File: src/rtl/dd8_spr_pkg.sv
// Shared sprite RAM definitions for the dd8 video subsystem.
package dd8_spr_pkg;

    localparam int unsigned SPR_ADDR_W = 15;
    localparam int unsigned SPR_DATA_W = 8;

    typedef enum logic [1:0] {
        OWN_NONE = 2'd0,
        OWN_DMA  = 2'd1,
        OWN_CPU  = 2'd2
    } owner_e;

endpackage

File: src/rtl/sprite_ram_arbiter_if.sv
// Requester and RAM bus bundle for the sprite RAM arbiter.
interface sprite_ram_arbiter_if
    import dd8_spr_pkg::*;
#(
    parameter int unsigned ADDR_W = SPR_ADDR_W,
    parameter int unsigned DATA_W = SPR_DATA_W
) ();

    logic              blank;
    logic              d_req;
    logic [ADDR_W-1:0] d_addr;
    logic              d_gnt;
    logic [DATA_W-1:0] d_data;
    logic              d_valid;
    logic              c_req;
    logic              c_we;
    logic [ADDR_W-1:0] c_addr;
    logic [DATA_W-1:0] c_wdata;
    logic [DATA_W-1:0] c_rdata;
    logic              c_ack;
    logic [ADDR_W-1:0] m_addr;
    logic              m_re;
    logic              m_we;
    logic [DATA_W-1:0] m_wdata;
    logic [DATA_W-1:0] m_rdata;

    // Environment side: requesters plus the RAM read port.
    modport master (
        output blank, d_req, d_addr, c_req, c_we, c_addr, c_wdata, m_rdata,
        input  d_gnt, d_data, d_valid, c_rdata, c_ack, m_addr, m_re, m_we, m_wdata
    );

    // Arbiter side.
    modport slave (
        input  blank, d_req, d_addr, c_req, c_we, c_addr, c_wdata, m_rdata,
        output d_gnt, d_data, d_valid, c_rdata, c_ack, m_addr, m_re, m_we, m_wdata
    );

endinterface

File: src/rtl/sprite_ram_arbiter.sv
// Single-port sprite RAM arbiter: DMA priority in active video, CPU priority in blank,
// starvation-bounded CPU wait, read data returned one cycle after the RAM access.
module sprite_ram_arbiter
    import dd8_spr_pkg::*;
#(
    parameter int unsigned ADDR_W       = SPR_ADDR_W,
    parameter int unsigned DATA_W       = SPR_DATA_W,
    parameter int unsigned CPU_MAX_WAIT = 4,
    parameter int unsigned WAIT_W       = 3
) (
    input  logic                 clk,
    input  logic                 rst,
    sprite_ram_arbiter_if.slave  bus
);

    localparam logic [WAIT_W-1:0] MAX_WAIT = WAIT_W'(CPU_MAX_WAIT);

    owner_e            owner_q, owner_d;
    logic [WAIT_W-1:0] wait_q, wait_d;
    logic [ADDR_W-1:0] m_addr_q, m_addr_d;
    logic              m_re_q, m_re_d;
    logic              m_we_q, m_we_d;
    logic [DATA_W-1:0] m_wdata_q, m_wdata_d;
    logic [DATA_W-1:0] d_data_q;
    logic              d_valid_q;
    logic [DATA_W-1:0] c_rdata_q;
    logic              c_ack_q;

    logic c_inflight;
    logic c_elig;
    logic at_max;
    logic cpu_win;
    logic dma_win;

    always_comb begin
        // A CPU access is in flight exactly while the owner register tags it.
        c_inflight = (owner_q == OWN_CPU);
        c_elig     = bus.c_req && !c_inflight;
        at_max     = (wait_q == MAX_WAIT);
        cpu_win    = c_elig && (bus.blank || !bus.d_req || at_max);
        dma_win    = bus.d_req && !cpu_win && !rst;

        owner_d   = OWN_NONE;
        m_addr_d  = m_addr_q;
        m_re_d    = 1'b0;
        m_we_d    = 1'b0;
        m_wdata_d = m_wdata_q;
        wait_d    = wait_q;

        if (cpu_win) begin
            owner_d  = OWN_CPU;
            m_addr_d = bus.c_addr;
            m_re_d   = !bus.c_we;
            m_we_d   = bus.c_we;
            if (bus.c_we) begin
                m_wdata_d = bus.c_wdata;
            end
        end else if (dma_win) begin
            owner_d  = OWN_DMA;
            m_addr_d = bus.d_addr;
            m_re_d   = 1'b1;
        end

        if (!bus.c_req || cpu_win) begin
            wait_d = '0;
        end else if (c_elig && !at_max) begin
            wait_d = wait_q + 1'b1;
        end
    end

    always_ff @(posedge clk or posedge rst) begin
        if (rst) begin
            owner_q   <= OWN_NONE;
            wait_q    <= '0;
            m_addr_q  <= '0;
            m_re_q    <= 1'b0;
            m_we_q    <= 1'b0;
            m_wdata_q <= '0;
            d_data_q  <= '0;
            d_valid_q <= 1'b0;
            c_rdata_q <= '0;
            c_ack_q   <= 1'b0;
        end else begin
            owner_q   <= owner_d;
            wait_q    <= wait_d;
            m_addr_q  <= m_addr_d;
            m_re_q    <= m_re_d;
            m_we_q    <= m_we_d;
            m_wdata_q <= m_wdata_d;
            d_valid_q <= (owner_q == OWN_DMA);
            c_ack_q   <= (owner_q == OWN_CPU);
            if (owner_q == OWN_DMA) begin
                d_data_q <= bus.m_rdata;
            end
            // CPU writes complete with an ack but leave c_rdata untouched.
            if (owner_q == OWN_CPU && m_re_q) begin
                c_rdata_q <= bus.m_rdata;
            end
        end
    end

    assign bus.d_gnt   = dma_win;
    assign bus.d_data  = d_data_q;
    assign bus.d_valid = d_valid_q;
    assign bus.c_rdata = c_rdata_q;
    assign bus.c_ack   = c_ack_q;
    assign bus.m_addr  = m_addr_q;
    assign bus.m_re    = m_re_q;
    assign bus.m_we    = m_we_q;
    assign bus.m_wdata = m_wdata_q;

endmodule
File: src/flat_wrapper.sv
// flat-port wrapper written by rule: the top's interface ports become plain ports
module sprite_ram_arbiter_flat import dd8_spr_pkg::*;
#(
    parameter int unsigned ADDR_W       = SPR_ADDR_W,
    parameter int unsigned DATA_W       = SPR_DATA_W,
    parameter int unsigned CPU_MAX_WAIT = 4,
    parameter int unsigned WAIT_W       = 3
)
  (clk, rst, bus_blank, bus_d_req, bus_d_addr, bus_c_req, bus_c_we, bus_c_addr, bus_c_wdata, bus_m_rdata, bus_d_gnt, bus_d_data, bus_d_valid, bus_c_rdata, bus_c_ack, bus_m_addr, bus_m_re, bus_m_we, bus_m_wdata);
  sprite_ram_arbiter_if #(.ADDR_W(ADDR_W), .DATA_W(DATA_W)) bus_i ();
  input  logic clk;
  input  logic rst;
  input wire logic [$bits(bus_i.blank)-1:0] bus_blank;
  input wire logic [$bits(bus_i.d_req)-1:0] bus_d_req;
  input wire logic [$bits(bus_i.d_addr)-1:0] bus_d_addr;
  input wire logic [$bits(bus_i.c_req)-1:0] bus_c_req;
  input wire logic [$bits(bus_i.c_we)-1:0] bus_c_we;
  input wire logic [$bits(bus_i.c_addr)-1:0] bus_c_addr;
  input wire logic [$bits(bus_i.c_wdata)-1:0] bus_c_wdata;
  input wire logic [$bits(bus_i.m_rdata)-1:0] bus_m_rdata;
  output wire logic [$bits(bus_i.d_gnt)-1:0] bus_d_gnt;
  output wire logic [$bits(bus_i.d_data)-1:0] bus_d_data;
  output wire logic [$bits(bus_i.d_valid)-1:0] bus_d_valid;
  output wire logic [$bits(bus_i.c_rdata)-1:0] bus_c_rdata;
  output wire logic [$bits(bus_i.c_ack)-1:0] bus_c_ack;
  output wire logic [$bits(bus_i.m_addr)-1:0] bus_m_addr;
  output wire logic [$bits(bus_i.m_re)-1:0] bus_m_re;
  output wire logic [$bits(bus_i.m_we)-1:0] bus_m_we;
  output wire logic [$bits(bus_i.m_wdata)-1:0] bus_m_wdata;
  assign bus_i.blank = bus_blank;
  assign bus_i.d_req = bus_d_req;
  assign bus_i.d_addr = bus_d_addr;
  assign bus_i.c_req = bus_c_req;
  assign bus_i.c_we = bus_c_we;
  assign bus_i.c_addr = bus_c_addr;
  assign bus_i.c_wdata = bus_c_wdata;
  assign bus_i.m_rdata = bus_m_rdata;
  assign bus_d_gnt = bus_i.d_gnt;
  assign bus_d_data = bus_i.d_data;
  assign bus_d_valid = bus_i.d_valid;
  assign bus_c_rdata = bus_i.c_rdata;
  assign bus_c_ack = bus_i.c_ack;
  assign bus_m_addr = bus_i.m_addr;
  assign bus_m_re = bus_i.m_re;
  assign bus_m_we = bus_i.m_we;
  assign bus_m_wdata = bus_i.m_wdata;
  sprite_ram_arbiter #(.ADDR_W(ADDR_W), .DATA_W(DATA_W), .CPU_MAX_WAIT(CPU_MAX_WAIT), .WAIT_W(WAIT_W)) u_core (.clk(clk), .rst(rst), .bus(bus_i));
endmodule
File: config.mk
export PLATFORM = sky130hd
export DESIGN_NAME = sprite_ram_arbiter_flat
export DESIGN_NICKNAME = d
export VERILOG_FILES = /design/src/rtl/dd8_spr_pkg.sv /design/src/rtl/sprite_ram_arbiter_if.sv /design/src/rtl/sprite_ram_arbiter.sv /design/src/flat_wrapper.sv
export SDC_FILE = /design/constraint.sdc
export NUM_CORES = 1
export LEC_CHECK = 0
export CAP_MARGIN = 10
export CORE_ASPECT_RATIO = 0.9
export CORE_MARGIN = 3
export CORE_UTILIZATION = 40
export CTS_CLUSTER_SIZE = 30
export DETAILED_ROUTE_END_ITERATION = 16
export HOLD_SLACK_MARGIN = 0.12
export PLACE_DENSITY = 0.78
export SYNTH_ARGS = -nofsm -noshare
export SYNTH_HDL_FRONTEND = slang
export SYNTH_SLANG_ARGS = --single-unit
File: constraint.sdc
create_clock -name clk -period 2.7 [get_ports clk]
set_input_delay 0.54 -clock clk [delete_from_list [all_inputs] [get_ports clk]]
set_output_delay 0.54 -clock clk [all_outputs]
set_load 0.02 [all_outputs]
==> results of run 1 <==
-- flip-flops by register name, summed over array words and instances (netlist names) --
register,count
u_core.bus.m_wdata,8
u_core.bus.d_data,8
u_core.bus.c_ack,1
u_core.bus.c_rdata,8
u_core.bus.d_valid,1
u_core.bus.m_addr,15
u_core.bus.m_re,1
u_core.wait_q,3
u_core.owner_q,2
u_core.bus.m_we,1
-- metrics by stage --
stage	cells	instance area [µm²]	utilization	hold slack (ns)	power, µW
floorplan	137	2080	-	0.518	1340
global placement	297	3100	0.630	0.489	1730
detailed placement	297	3100	0.630	0.495	1740
CTS	305	3200	0.649	0.514	2170
global route	305	3200	0.650	0.517	2260
finish	305	3200	0.650	0.510	2140
-- path summary, 6_finish.rpt --
| check | endpoint | slack, ns | cells past startpoint |
|---|---|---|---|
| min in group asynchronous | u_core.bus.m_addr[10]$_DFFE_PP0P_ | 0.60 | 2 |
| worst min register to register | u_core.bus.c_rdata[4]$_DFFE_PP0P_ | 0.51 | 1 |
| worst min-delay path | u_core.bus.c_rdata[4]$_DFFE_PP0P_ | 0.51 | 1 |
| worst max register to register | u_core.bus.m_wdata[3]$_DFFE_PP0P_ | 0.92 | 5 |
| worst max-delay path | bus_d_gnt | 0.41 | 6 |
| max in group asynchronous | u_core.bus.c_rdata[2]$_DFFE_PP0P_ | 1.53 | 3 |
-- repair_timing --
action	4_1_cts	5_1_grt
hold endpoints to repair	0	0
gates resized for setup	0	1
endpoints found under the setup margin	0	1
-- power breakdown --
| group | total, µW | internal, µW | switching (µW) |
|---|---|---|---|
| Sequential | 927 | 860 | 66.9 |
| Combinational | 792 | 458 | 335 |
| Clock | 422 | 204 | 218 |
| Total | 2140 | 1520 | 619 |
-- final cells by class --
class,instances,area (µm²)
Clock buffer,6,82.6
Clock inverter,2,10.0
Fill cell,409,1730
Inverter,6,22.5
Multi-Input combinational cell,78,811
Sequential cell,48,1200
Tap cell,65,81.3
Timing Repair Buffer,100,991
-- cells in the final DEF, fill, tap and decap left out, drive strengths merged --
cell / instances
a211oi: 1
ha: 2
a211o: 1
clkdlybuf4s50: 94
dfrtp: 48
clkinv: 2
nand2: 6
clkbuf: 6
nor2b: 2
nand4: 2
nand4b: 2
a31oi: 1
nand2b: 2
nor2: 2
inv: 6
mux2i: 1
dlymetal6s2s: 1
buf: 5
a21oi: 2
mux2: 54
-- routing by layer --
metal / up-vias / routed length [µm]
met5: - / 0
met4: 0 / 74
met3: 10 / 495
met2: 68 / 1930
met1: 671 / 1800
li1: 682 / -
-- critical path, stage by stage --
cell and delay, ns:
clkdlybuf4s50_1 0.48, inv_1 0.08, a211o_1 0.28, inv_1 0.09
nor2_1 0.05, dlymetal6s2s_1 0.21
-- cell families after synthesis --
| family | Yosys count |
|---|---|
| mux | 55 |
| fa+ha+maj | 2 |
| simple gates | 16 |
| compound gates | 5 |
| flops | 48 |
| buf+inv | 11 |
==> reports/results.txt, run 1 <==
Rows: 24
all-layer global routing usage: 0.149
Core Area: 0.00492 mm²
Synth Area in Adders: 0.0120
DIE AREA: 0.00610 mm²
share of cells above drive strength 1: 0.304
Synth Area in Simple Gates: 0.0445
Tcrit/Tclk final: 0.846
Synth area leader: dfrtp_1
DRT antenna net count: 0
EDFF count, synth: 0
Worst Tran Pin Value: 0.822 ns
min-delay src: u_core.bus.c_rdata[4]$_DFFE_PP0P_
vias: 1431
Hold Path Class: register to register
syn_nets: 191
Initial Utilization: 0.422
max_cap viols: 0
RR Startpoint: u_core.wait_q[0]$_DFFE_PP0P_
CTS Buffer Depth: 2
Sink Count: 48
DR iter-0 viols: 20
critical path class: input pin to primary output
Setup Viol. Count Final: 0
sequential element share of the synthesized area: 0.578
Layout Skew: 0.00469 ns
WL per Instance: 14.1 µm
CTS root buffer: clkbuf_8
Clock transition at path regs: 0.08 ns
f_max: 438 MHz
CP required: 2.16 ns
FFs w/ async S/R, synth: 1.00
DR pass1 iterations: 2
VDD IR-drop max: 0.345 mV
RSZ-0062 raised after global routing: false
Warnings, synthesis: 0
number of global-route vias before repair: 1496
Post-CTS Hold Buffers: 0
Layout Nets: 293
Area contributors post-synth: dfrtp_1 58%, mux2_2 25%, mux2_4 5.8%
xor/xnor cell area share of the yosys netlist: 0
# port buffers: 95
Commonest cells post-synth: 48 x dfrtp_1, 46 x mux2_2, 8 x mux2_4, 5 x inv_1, 5 x nand2_1
GRT Max-Usage Layer: met2
endpoints failing hold: 0
Post-Syn Area: 0.00208 mm²
gp weighted congestion: 0.781
Mapped Cells: 137
Setup WS pre-CTS: 0.0458 ns
GR Util met3: 0.0630
H-Tree Level Count: 2
mux cell area share after synthesis: 0.312
CTS Buf Count: 5
Setup Buffers After CTS: 0
number of diodes: 0
vias per cell: 4.69
Remaining DRCs: 0
TritonCTS clock tree: yes
largest net degree at the start of global routing: 23
Worst Path Max Fanout: 4
CP Capture Type: primary output
met2 GRT Util: 0.234
Clk Latency, worst-skew pair: 0.29 ns
Cell Pwr Density: 669 mW/mm²
status: complete, no violations
final WL: 4300 µm
first-pass GRT wire length: 6870 µm
setup TNS: 0 ns
Final min period: 2.29 ns
number of synthesized register bits: 48
setup ws final: 0.415 ns
Yosys cell types: 24
largest family of logic cells by synthesized area: multiplexers
share of the synthesized area in the top cell type: 0.578
HPWL after DPL: 3300 µm
most numerous cell in the Yosys netlist: dfrtp_1
Slew Limit Fails: 0
Synth Flop Type: dfrtp_1
height of the die: 74.4 µm
Mapped Avg Cell Area: 15.2 µm²
Worst setup SP type: input pin
Ports: 96
P&R area growth vs syn: 53.9%
leakage: 0.00138 µW
Synth Area in Compound Gates: 0.0217
Worst setup startpoint: bus_c_req
WP data arrival: 1.75 ns
GR Util met1: 0.182
Worst slew margin: 0.451
initial antenna violation count: 0
global route total overflow: 0
die span in x: 82 µm
(Power assumes the default switching activity.)
==> run 2, diff against run 1 <==
==> constraint.sdc (replaced) <==
create_clock -name clk -period 2.2 [get_ports clk]
set_input_delay 0.44 -clock clk [delete_from_list [all_inputs] [get_ports clk]]
set_output_delay 0.44 -clock clk [all_outputs]
set_load 0.02 [all_outputs]
==> run 2 against run 1 <==
Via count increased by 4.4%. Clock power increased by 44%. Combinational power increased by 25%. Worst hold slack got worse by 0.091 ns. Sequential cell count unchanged. Critical endpoint unchanged.
==> reports/results.txt, run 2 (synthesized netlist as in run 1, its figures left out) <==
Clock transition at path regs: 0.08 ns
Design Area, Final: 0.00328 mm²
Worst slew margin: 0.747
Gate power share: 0.361
CTS Buffer Depth: 2
die span in x: 82 µm
critical path class: register to primary output
leakage: 0.00141 µW
vias: 1494
Setup WS pre-CTS: -0.251 ns
HPWL after DPL: 3600 µm
area occupied by registers: 0.00120 mm²
# port buffers: 95
commonest non-fill, non-tap cell in the layout: clkdlybuf4s50_1
Tcrit/Tclk final: 0.910
TritonCTS clock tree: yes
all-layer global routing usage: 0.158
Reg power frac: 0.417
FILL cells: 392
status: complete, no violations
sw frac: 0.281
Clk Latency, worst-skew pair: 0.29 ns
DR iter-0 viols: 51
number of diodes: 0
Psw: 767 µW
Layout Utilization: 0.666
Worst setup startpoint: u_core.wait_q[0]$_DFFE_PP0P_
Final min period: 2.00 ns
Sink Count: 48
Ports: 96
number of global-route vias before repair: 1525
Layout Skew: 0.00671 ns
Clock power frac: 0.222
CP Capture Type: primary output
WP data arrival: 1.56 ns
DIE AREA: 0.00610 mm²
RSZ-0062 raised after global routing: false
Hold Path Class: input pin to asynchronous set/reset pin
placed cell area: 0.00318 mm²
largest net degree at the start of global routing: 18
CTS root buffer: clkbuf_8
max reg flops: 15
first-pass GRT wire length: 7170 µm
DR pass1 iterations: 2
area occupied by multi-input gates: 811 µm²
Post-CTS Hold Buffers: 0
global route total overflow: 0
Worst Tran Pin Value: 0.379 ns
height of the die: 74.4 µm
gp weighted congestion: 0.752
Cell Pwr Density: 833 mW/mm²
CP required: 1.76 ns
Core Area: 0.00492 mm²
setup ws final: 0.199 ns
Setup Buffers After CTS: 0
Rows: 24
Pint: 1970 µW
VDD IR-drop max: 0.382 mV
RR Startpoint: u_core.wait_q[0]$_DFFE_PP0P_
Worst setup SP type: register
CTS Buf Count: 5
final WL: 4590 µm
max_cap viols: 0
WL per Instance: 14.7 µm
initial antenna violation count: 0
Worst Path Max Fanout: 3
f_max: 500 MHz
H-Tree Level Count: 2
Layout Nets: 301
DRT antenna net count: 0
P&R area growth vs syn: 57.7%
vias per cell: 4.77
share of cells above drive strength 1: 0.327
commonest non-fill, non-tap cells in the layout: 94 x clkdlybuf4s50_1, 48 x dfrtp_1, 46 x mux2_2, 12 x buf_4, 8 x mux2_4
Initial Utilization: 0.422
endpoints failing hold: 0
Slew Limit Fails: 0
Remaining DRCs: 0
Setup Viol. Count Final: 0
==> run 2: cell count changes in the layout (fill, tap and decap cells not counted) <==
cell | previous run | this run
clkbuf_1 | 0 | 1
dlymetal6s2s_1 | 1 | 0
clkinv_2 | 2 | 1
buf_4 | 5 | 12
clkbuf_2 | 0 | 1
clkbuf_8 | 6 | 5
buf_12 | 0 | 1
bufinv_16 | 0 | 1
==> run 2: area by class of cell <==
cell class / count / area share
clock buffers: 6 / 0.0221
clock inverters: 2 / 0.0107
inverters: 6 / 0.00687
multi-input cells: 78 / 0.247
flip-flops and latches: 48 / 0.366
well taps: 65 / 0.0248
repair buffers: 108 / 0.322
==> run 2: per-layer routing <==
| metal | track usage | share of wire | vias up | routed length [µm] |
|---|---|---|---|---|
| met5 | 0 | 0 | - | 0 |
| met3 | 0.0605 | 0.10 | 7 | 468 |
| met4 | 0.0646 | 0.014 | 0 | 65 |
| li1 | - | - | 700 | - |
| met2 | 0.257 | 0.48 | 63 | 2200 |
| met1 | 0.190 | 0.40 | 724 | 1850 |
==> run 2: path summary, 6_finish.rpt <==
kind,endpoint,slack [ns],cells past startpoint
worst max-delay path,bus_d_gnt,0.20,7
worst min-delay path,u_core.wait_q[2]$_DFFE_PP0P_,0.42,2
worst max register to register,u_core.bus.m_wdata[4]$_DFFE_PP0P_,0.47,7
worst min register to register,u_core.bus.m_wdata[7]$_DFFE_PP0P_,0.51,1
max in group asynchronous,u_core.bus.c_rdata[0]$_DFFE_PP0P_,1.29,3
min in group clk,u_core.bus.m_wdata[7]$_DFFE_PP0P_,0.51,1
==> run 2: what timing repair did <==
| item | 4_1_cts | 5_1_grt |
|---|---|---|
| gates resized for setup | 1 | 2 |
| gates cloned | 0 | 0 |
| setup endpoints to repair | 1 | 1 |
| hold endpoints to repair | 0 | 0 |
==> run 2: critical path, cell delays in order (launching register included) <==
cell and delay [ns]:
dfrtp_1 0.40, inv_1 0.08, ha_1 0.16, nand2_2 0.06, a211o_1 0.31, inv_1 0.07
nor2_1 0.04, clkbuf_2 0.16
==> run 2: power by group through the flow <==
stage	clock network [µW]	logic (µW)	registers, µW
after global routing	671	1050	1160
after global placement	0	986	1150
after floorplan	0	280	1370
after detailed placement	0	1000	1160
final	606	988	1140
after CTS	631	1000	1140
==> run 2: through the flow <==
step	std cells	hold slack (ns)	total power (µW)	setup TNS, ns
floorplan	137	0.518	1650	0
CTS	313	0.422	2780	0
global placement	305	0.489	2140	-0.227
detailed placement	305	0.494	2160	-0.251
finish	313	0.419	2730	0
global route	313	0.428	2880	0
==> run 3, diff against run 2 <==
--- a/config.mk
+++ b/config.mk
@@ -9,6 +9,7 @@
 export CORE_ASPECT_RATIO = 0.9
 export CORE_MARGIN = 3
 export CORE_UTILIZATION = 40
+export CTS_CLUSTER_DIAMETER = 50
 export CTS_CLUSTER_SIZE = 30
 export DETAILED_ROUTE_END_ITERATION = 16
 export HOLD_SLACK_MARGIN = 0.12
==> results of run 3 <==
Final layout, timing and power as in run 2 (identical DEF).
